File: src/rtl/sim_run_ctrl.sv
// sim_run_ctrl: run control for the chip-level simulation harness.
// It releases several reset channels one after another, keeps a free-running
// cycle counter, and captures pass / fail / timeout into sticky registered
// status outputs.
// The watchdog is built only when SIM_RUN_CTRL_WATCHDOG_EN is defined.
// Without it, max_cycle is ignored and timeout stays 0.
module sim_run_ctrl #(
  parameter int NUM_RST     = 3,
  parameter int RST_HOLD    = 4,
  parameter int RST_STAGGER = 2,
  parameter int CNT_W       = 64,
  parameter int EXIT_W      = 8
) (
  input  logic              clk,
  input  logic              rst,
  input  logic [CNT_W-1:0]  max_cycle,
  input  logic              exit_valid,
  input  logic [EXIT_W-1:0] exit_code,
  output logic [NUM_RST-1:0] rst_out,
  output logic              running,
  output logic [CNT_W-1:0]  cycle_cnt,
  output logic              done,
  output logic              fail,
  output logic              timeout,
  output logic [EXIT_W-1:0] fail_code
);

  localparam int REL_MAX = RST_HOLD + (NUM_RST - 1) * RST_STAGGER;
  localparam int RW      = (REL_MAX > 1) ? $clog2(REL_MAX + 1) : 1;

  typedef enum logic [1:0] {
    HOLD    = 2'd0,
    RELEASE = 2'd1,
    RUN     = 2'd2,
    DONE    = 2'd3
  } state_e;

  state_e             state_q, state_d;
  logic [RW-1:0]      rel_cnt_q, rel_cnt_d;
  logic [NUM_RST-1:0] rst_out_q, rst_out_d;
  logic [CNT_W-1:0]   cycle_cnt_q, cycle_cnt_d;
  logic               running_q, running_d;
  logic               done_q, done_d;
  logic               fail_q, fail_d;
  logic               timeout_q, timeout_d;
  logic [EXIT_W-1:0]  fail_code_q, fail_code_d;

  logic [CNT_W-1:0]   cnt_inc_s;
  logic               wdog_s;

  // Saturating next value of the cycle counter and the watchdog fire condition
  always_comb begin
    if (cycle_cnt_q == {CNT_W{1'b1}}) begin
      cnt_inc_s = cycle_cnt_q;
    end else begin
      cnt_inc_s = cycle_cnt_q + {{(CNT_W-1){1'b0}}, 1'b1};
    end
`ifdef SIM_RUN_CTRL_WATCHDOG_EN
    wdog_s = (max_cycle != {CNT_W{1'b0}}) && (cnt_inc_s == max_cycle) &&
             (state_q != DONE);
`else
    // max_cycle is referenced only so it is not a dangling input
    wdog_s = (|max_cycle) & 1'b0;
`endif
  end

  // State register plus all output and datapath flops
  always_ff @(posedge clk or posedge rst) begin
    if (rst) begin
      state_q     <= HOLD;
      rel_cnt_q   <= {RW{1'b0}};
      rst_out_q   <= {NUM_RST{1'b1}};
      cycle_cnt_q <= {CNT_W{1'b0}};
      running_q   <= 1'b0;
      done_q      <= 1'b0;
      fail_q      <= 1'b0;
      timeout_q   <= 1'b0;
      fail_code_q <= {EXIT_W{1'b0}};
    end else begin
      state_q     <= state_d;
      rel_cnt_q   <= rel_cnt_d;
      rst_out_q   <= rst_out_d;
      cycle_cnt_q <= cycle_cnt_d;
      running_q   <= running_d;
      done_q      <= done_d;
      fail_q      <= fail_d;
      timeout_q   <= timeout_d;
      fail_code_q <= fail_code_d;
    end
  end

  // Next-state: release progress, then run until exit or watchdog; exit beats watchdog
  always_comb begin
    state_d = state_q;
    case (state_q)
      HOLD: begin
        if (wdog_s) begin
          state_d = DONE;
        end else if (rst_out_d == {NUM_RST{1'b0}}) begin
          state_d = RUN;
        end else if (!rst_out_d[0]) begin
          state_d = RELEASE;
        end else begin
          state_d = HOLD;
        end
      end
      RELEASE: begin
        if (wdog_s) begin
          state_d = DONE;
        end else if (rst_out_d == {NUM_RST{1'b0}}) begin
          state_d = RUN;
        end else begin
          state_d = RELEASE;
        end
      end
      RUN: begin
        if (exit_valid || wdog_s) begin
          state_d = DONE;
        end else begin
          state_d = RUN;
        end
      end
      DONE:    state_d = DONE;
      default: state_d = HOLD;
    endcase
  end

  // Output next values: release schedule, cycle count, sticky status capture
  always_comb begin
    rel_cnt_d   = rel_cnt_q;
    rst_out_d   = rst_out_q;
    done_d      = done_q;
    fail_d      = fail_q;
    timeout_d   = timeout_q;
    fail_code_d = fail_code_q;

    if (state_q != DONE) begin
      cycle_cnt_d = cnt_inc_s;
    end else begin
      cycle_cnt_d = cycle_cnt_q;
    end

    if ((state_q == HOLD) || (state_q == RELEASE)) begin
      rel_cnt_d = rel_cnt_q + {{(RW-1){1'b0}}, 1'b1};
      for (int i = 0; i < NUM_RST; i++) begin
        if (rel_cnt_d == RW'(RST_HOLD + i * RST_STAGGER)) begin
          rst_out_d[i] = 1'b0;
        end else begin
          rst_out_d[i] = rst_out_q[i];
        end
      end
    end else begin
      rel_cnt_d = rel_cnt_q;
    end

    if ((state_q == RUN) && exit_valid) begin
      done_d = 1'b1;
      if (exit_code != {EXIT_W{1'b0}}) begin
        fail_d      = 1'b1;
        fail_code_d = exit_code;
      end else begin
        fail_d      = 1'b0;
      end
    end else if (wdog_s) begin
      done_d      = 1'b1;
      fail_d      = 1'b1;
      timeout_d   = 1'b1;
      fail_code_d = {EXIT_W{1'b1}};
    end else begin
      done_d      = done_q;
    end

    running_d = (state_d == RUN);
  end

  assign rst_out   = rst_out_q;
  assign running   = running_q;
  assign cycle_cnt = cycle_cnt_q;
  assign done      = done_q;
  assign fail      = fail_q;
  assign timeout   = timeout_q;
  assign fail_code = fail_code_q;

endmodule
File: config.mk
export PLATFORM = sky130hd
export DESIGN_NAME = sim_run_ctrl
export DESIGN_NICKNAME = d
export VERILOG_FILES = /design/src/rtl/sim_run_ctrl.sv
export SDC_FILE = /design/constraint.sdc
export NUM_CORES = 1
export LEC_CHECK = 0
export ABC_AREA = 0
export BUFFER_PORTS_ARGS = -buffer_cell sky130_fd_sc_hd__buf_4
export CORE_MARGIN = 2
export CORE_UTILIZATION = 35
export CTS_CLUSTER_DIAMETER = 40
export DETAILED_ROUTE_END_ITERATION = 8
export PLACE_DENSITY = 0.71
export SKIP_LAST_GASP = 1
export SLEW_MARGIN = 0
export SYNTH_ARGS = -nofsm -noshare
export SYNTH_HDL_FRONTEND = slang
export SYNTH_SLANG_ARGS = --single-unit
File: constraint.sdc
create_clock -name clk -period 3.8 [get_ports clk]
set_input_delay 0.76 -clock clk [delete_from_list [all_inputs] [get_ports clk]]
set_output_delay 0.76 -clock clk [all_outputs]
set_load 0.005 [all_outputs]
==> impl_metrics.ini <==
[drt]
routed_wl_mm = 9.33
post-route-drc-count = 0
wl_per_cell_um = 15.3
first_pass_iters = 4
antenna_left = 0
first_iter_violations = 167
vias = 3119
viasPerCell = 5.12

[setup_path]
cp_max_fo = 18
rr_endpoint = cycle_cnt[1]$_DFFE_PP0P_
required_ns = 4.02
crit_type = register to register
arrival_ns = 2.75
rrSetupSlack_ns = 1.26
critPathCapture = cycle_cnt[1]$_DFFE_PP0P_
worst_setup_path_end_kind = register
startpoint_type = register
reg2reg_from = cycle_cnt[50]$_DFFE_PP0P_
crit_path_start = cycle_cnt[50]$_DFFE_PP0P_
reg2reg_depth = 5

[synth]
synth-async-reset-ratio = 1.00
synth_area_leaders = dfrtp_1, xnor2_1, xor2_1
yosysTopAreaCell = dfrtp_1
synth_edf_count = 0
ys_warn_count = 0
syn_nets = 446
ys_dominant_reg_cell = dfrtp_1
netlist_instances = 368
ys_types = 46
syn_area_um2 = 4050
synth_common_cells = dfrtp_1, xnor2_1, nand2_1, xor2_1, nand4_1
syn-mean-instance-area_um2 = 11.0
ys_seq_elements = 84
yosysMostFrequentCell = dfrtp_1
synth_seq_area_share = 0.520
yosysTopAreaCellShare = 0.500

[global_routing]
track_usage = 0.155
grt_pass1_wl_mm = 15.8
antenna_found_initial = 0
grt_max_degree = 64
grt_overflow = 0
grt_pass1_vias = 3141

[place]
dp.final_hpwl_mm = 6.88
gp_congestion = 0.839
port_buffers = 88
place_inst = 594

[clock_network]
clkTransAtPathRegs_ns = 0.06
cts_max_level = 3
ctsResizeCount = 0
clockBufferDepth = 2
clock-sinks = 84
post-cts-setup-buffer-count = 0
hold_buffers = 0
root_buffer = clkbuf_16
clock_latency_ns = 0.33
cts_buffers = 9
cts_tree = done

[timing]
setup_viol = 0
rsz0062_at_grt = false
tns_ns = 0
tightest_slew_ns = 1.09
timing.final.crit_share = 0.667
finalHoldViolCount = 0
relSlewSlack = 0.272
post-route-min-period_ns = 2.54
clock_skew_ns = 0.00531
max_freq_mhz = 394
slew_violations = 0

[status]
status = completed

[power_and_ir_drop]
pwr-share-comb = 0.042
power.density_nw_per_um2 = 383
power_uw = 1990
p_clk_frac = 0.492
p_int_uw = 1600
ir_drop_mv = 0.187
leakage_uw = 0.00247
seqPwrFrac = 0.465
swShare = 0.197
p_switching_uw = 392

[floorplanning]
start_util = 0.356
io_pins = 154
core-area_um2 = 11400
die_area_um2 = 12400
die_h_um = 112
die-width_um = 112
row_count = 39

[run]
maxCapViolCount = 0

[final_layout]
drive_gt1_frac = 0.283
areaGrowthSynthToFinish_pct = 28.1
num_antenna_cells = 0
final_cells = 609
nNetsFinal = 540

[min_path]
worstHoldStart = done$_DFFE_PP0P_
holdCritPathClass = register to register
==> logic make-up after synthesis <==
kind of cell	synth area share
simple gates	0.242
flops	0.520
xor+xnor	0.149
buf+inv	0.0229
compound gates	0.0259
mux	0.0303
fa+ha+maj	0.00927
other cells	0.000926
==> cells in the final DEF (no fill, tap or decap), types with 10 or more instances in the layout <==
cell type,instances
dfrtp_1,81
nor2_1,20
nand4_1,26
nand3_1,25
nand2_1,31
inv_1,10
and3_1,12
xor2_1,30
xnor2_1,39
mux2_2,10
buf_4,90
nor3_1,18
==> critical path: stages (launching register included) <==
cell	delay, ns
dfrtp_1	0.45
nand4_1	0.28
nand4b_4	0.31
nand2b_1	0.24
o31ai_4	0.74
mux2_2	0.41
==> per-stage QoR <==
step | setup slack (ns) | cell area (µm²) | hold WS (ns) | util
floorplan | 0.880 | 4050 | 0.444 | -
global placement | 1.29 | 4850 | 0.454 | 0.427
detailed placement | 1.27 | 4850 | 0.458 | 0.427
CTS | 1.26 | 5190 | 0.470 | 0.456
global route | 1.03 | 5190 | 0.495 | 0.456
finish | 1.26 | 5190 | 0.465 | 0.456
==> routing by layer <==
| metal | track usage | up-vias | routed length, µm |
|---|---|---|---|
| met5 | 0 | - | 0 |
| met4 | 0.0560 | 0 | 130 |
| met3 | 0.0370 | 10 | 388 |
| met2 | 0.246 | 75 | 4550 |
| met1 | 0.208 | 1551 | 4260 |
| li1 | - | 1483 | - |
==> power by group through the flow <==
stage / logic [µW] / registers, µW / clock network [µW]
after detailed placement: 86.6 / 941 / 0
after floorplan: 37.9 / 941 / 0
after global routing: 94.0 / 927 / 1040
after CTS: 87.2 / 925 / 1000
final: 84.4 / 925 / 978
after global placement: 83.7 / 940 / 0
==> worst min-delay path by stage <==
stage / endpoint / cells after the start / slack (ns)
final: done$_DFFE_PP0P_ / 1 / 0.47
after global routing: rst_out[2]$_DFF_PP1_ / 1 / 0.49
after CTS: done$_DFFE_PP0P_ / 1 / 0.47
after detailed placement: done$_DFFE_PP0P_ / 1 / 0.46
after global placement: done$_DFFE_PP0P_ / 1 / 0.45
after floorplan: rst_out[1]$_DFF_PP1_ / 2 / 0.44
==> state kept, by name (all words and copies together) (netlist names) <==
signal,count
rst_out,3
done,1
running,1
rel_cnt_q,4
cycle_cnt,64
state_q,2
fail,1
fail_code,8
==> final cells by class <==
| class | count | area [µm²] |
|---|---|---|
| Fill cell | 1065 | 6180 |
| Sequential cell | 84 | 2110 |
| Timing Repair Buffer | 90 | 676 |
| Clock inverter | 4 | 98.8 |
| Tap cell | 143 | 179 |
| Inverter | 11 | 42.5 |
| Clock buffer | 11 | 233 |
| Multi-Input combinational cell | 266 | 1850 |
Power figures use the tool's default switching activity.
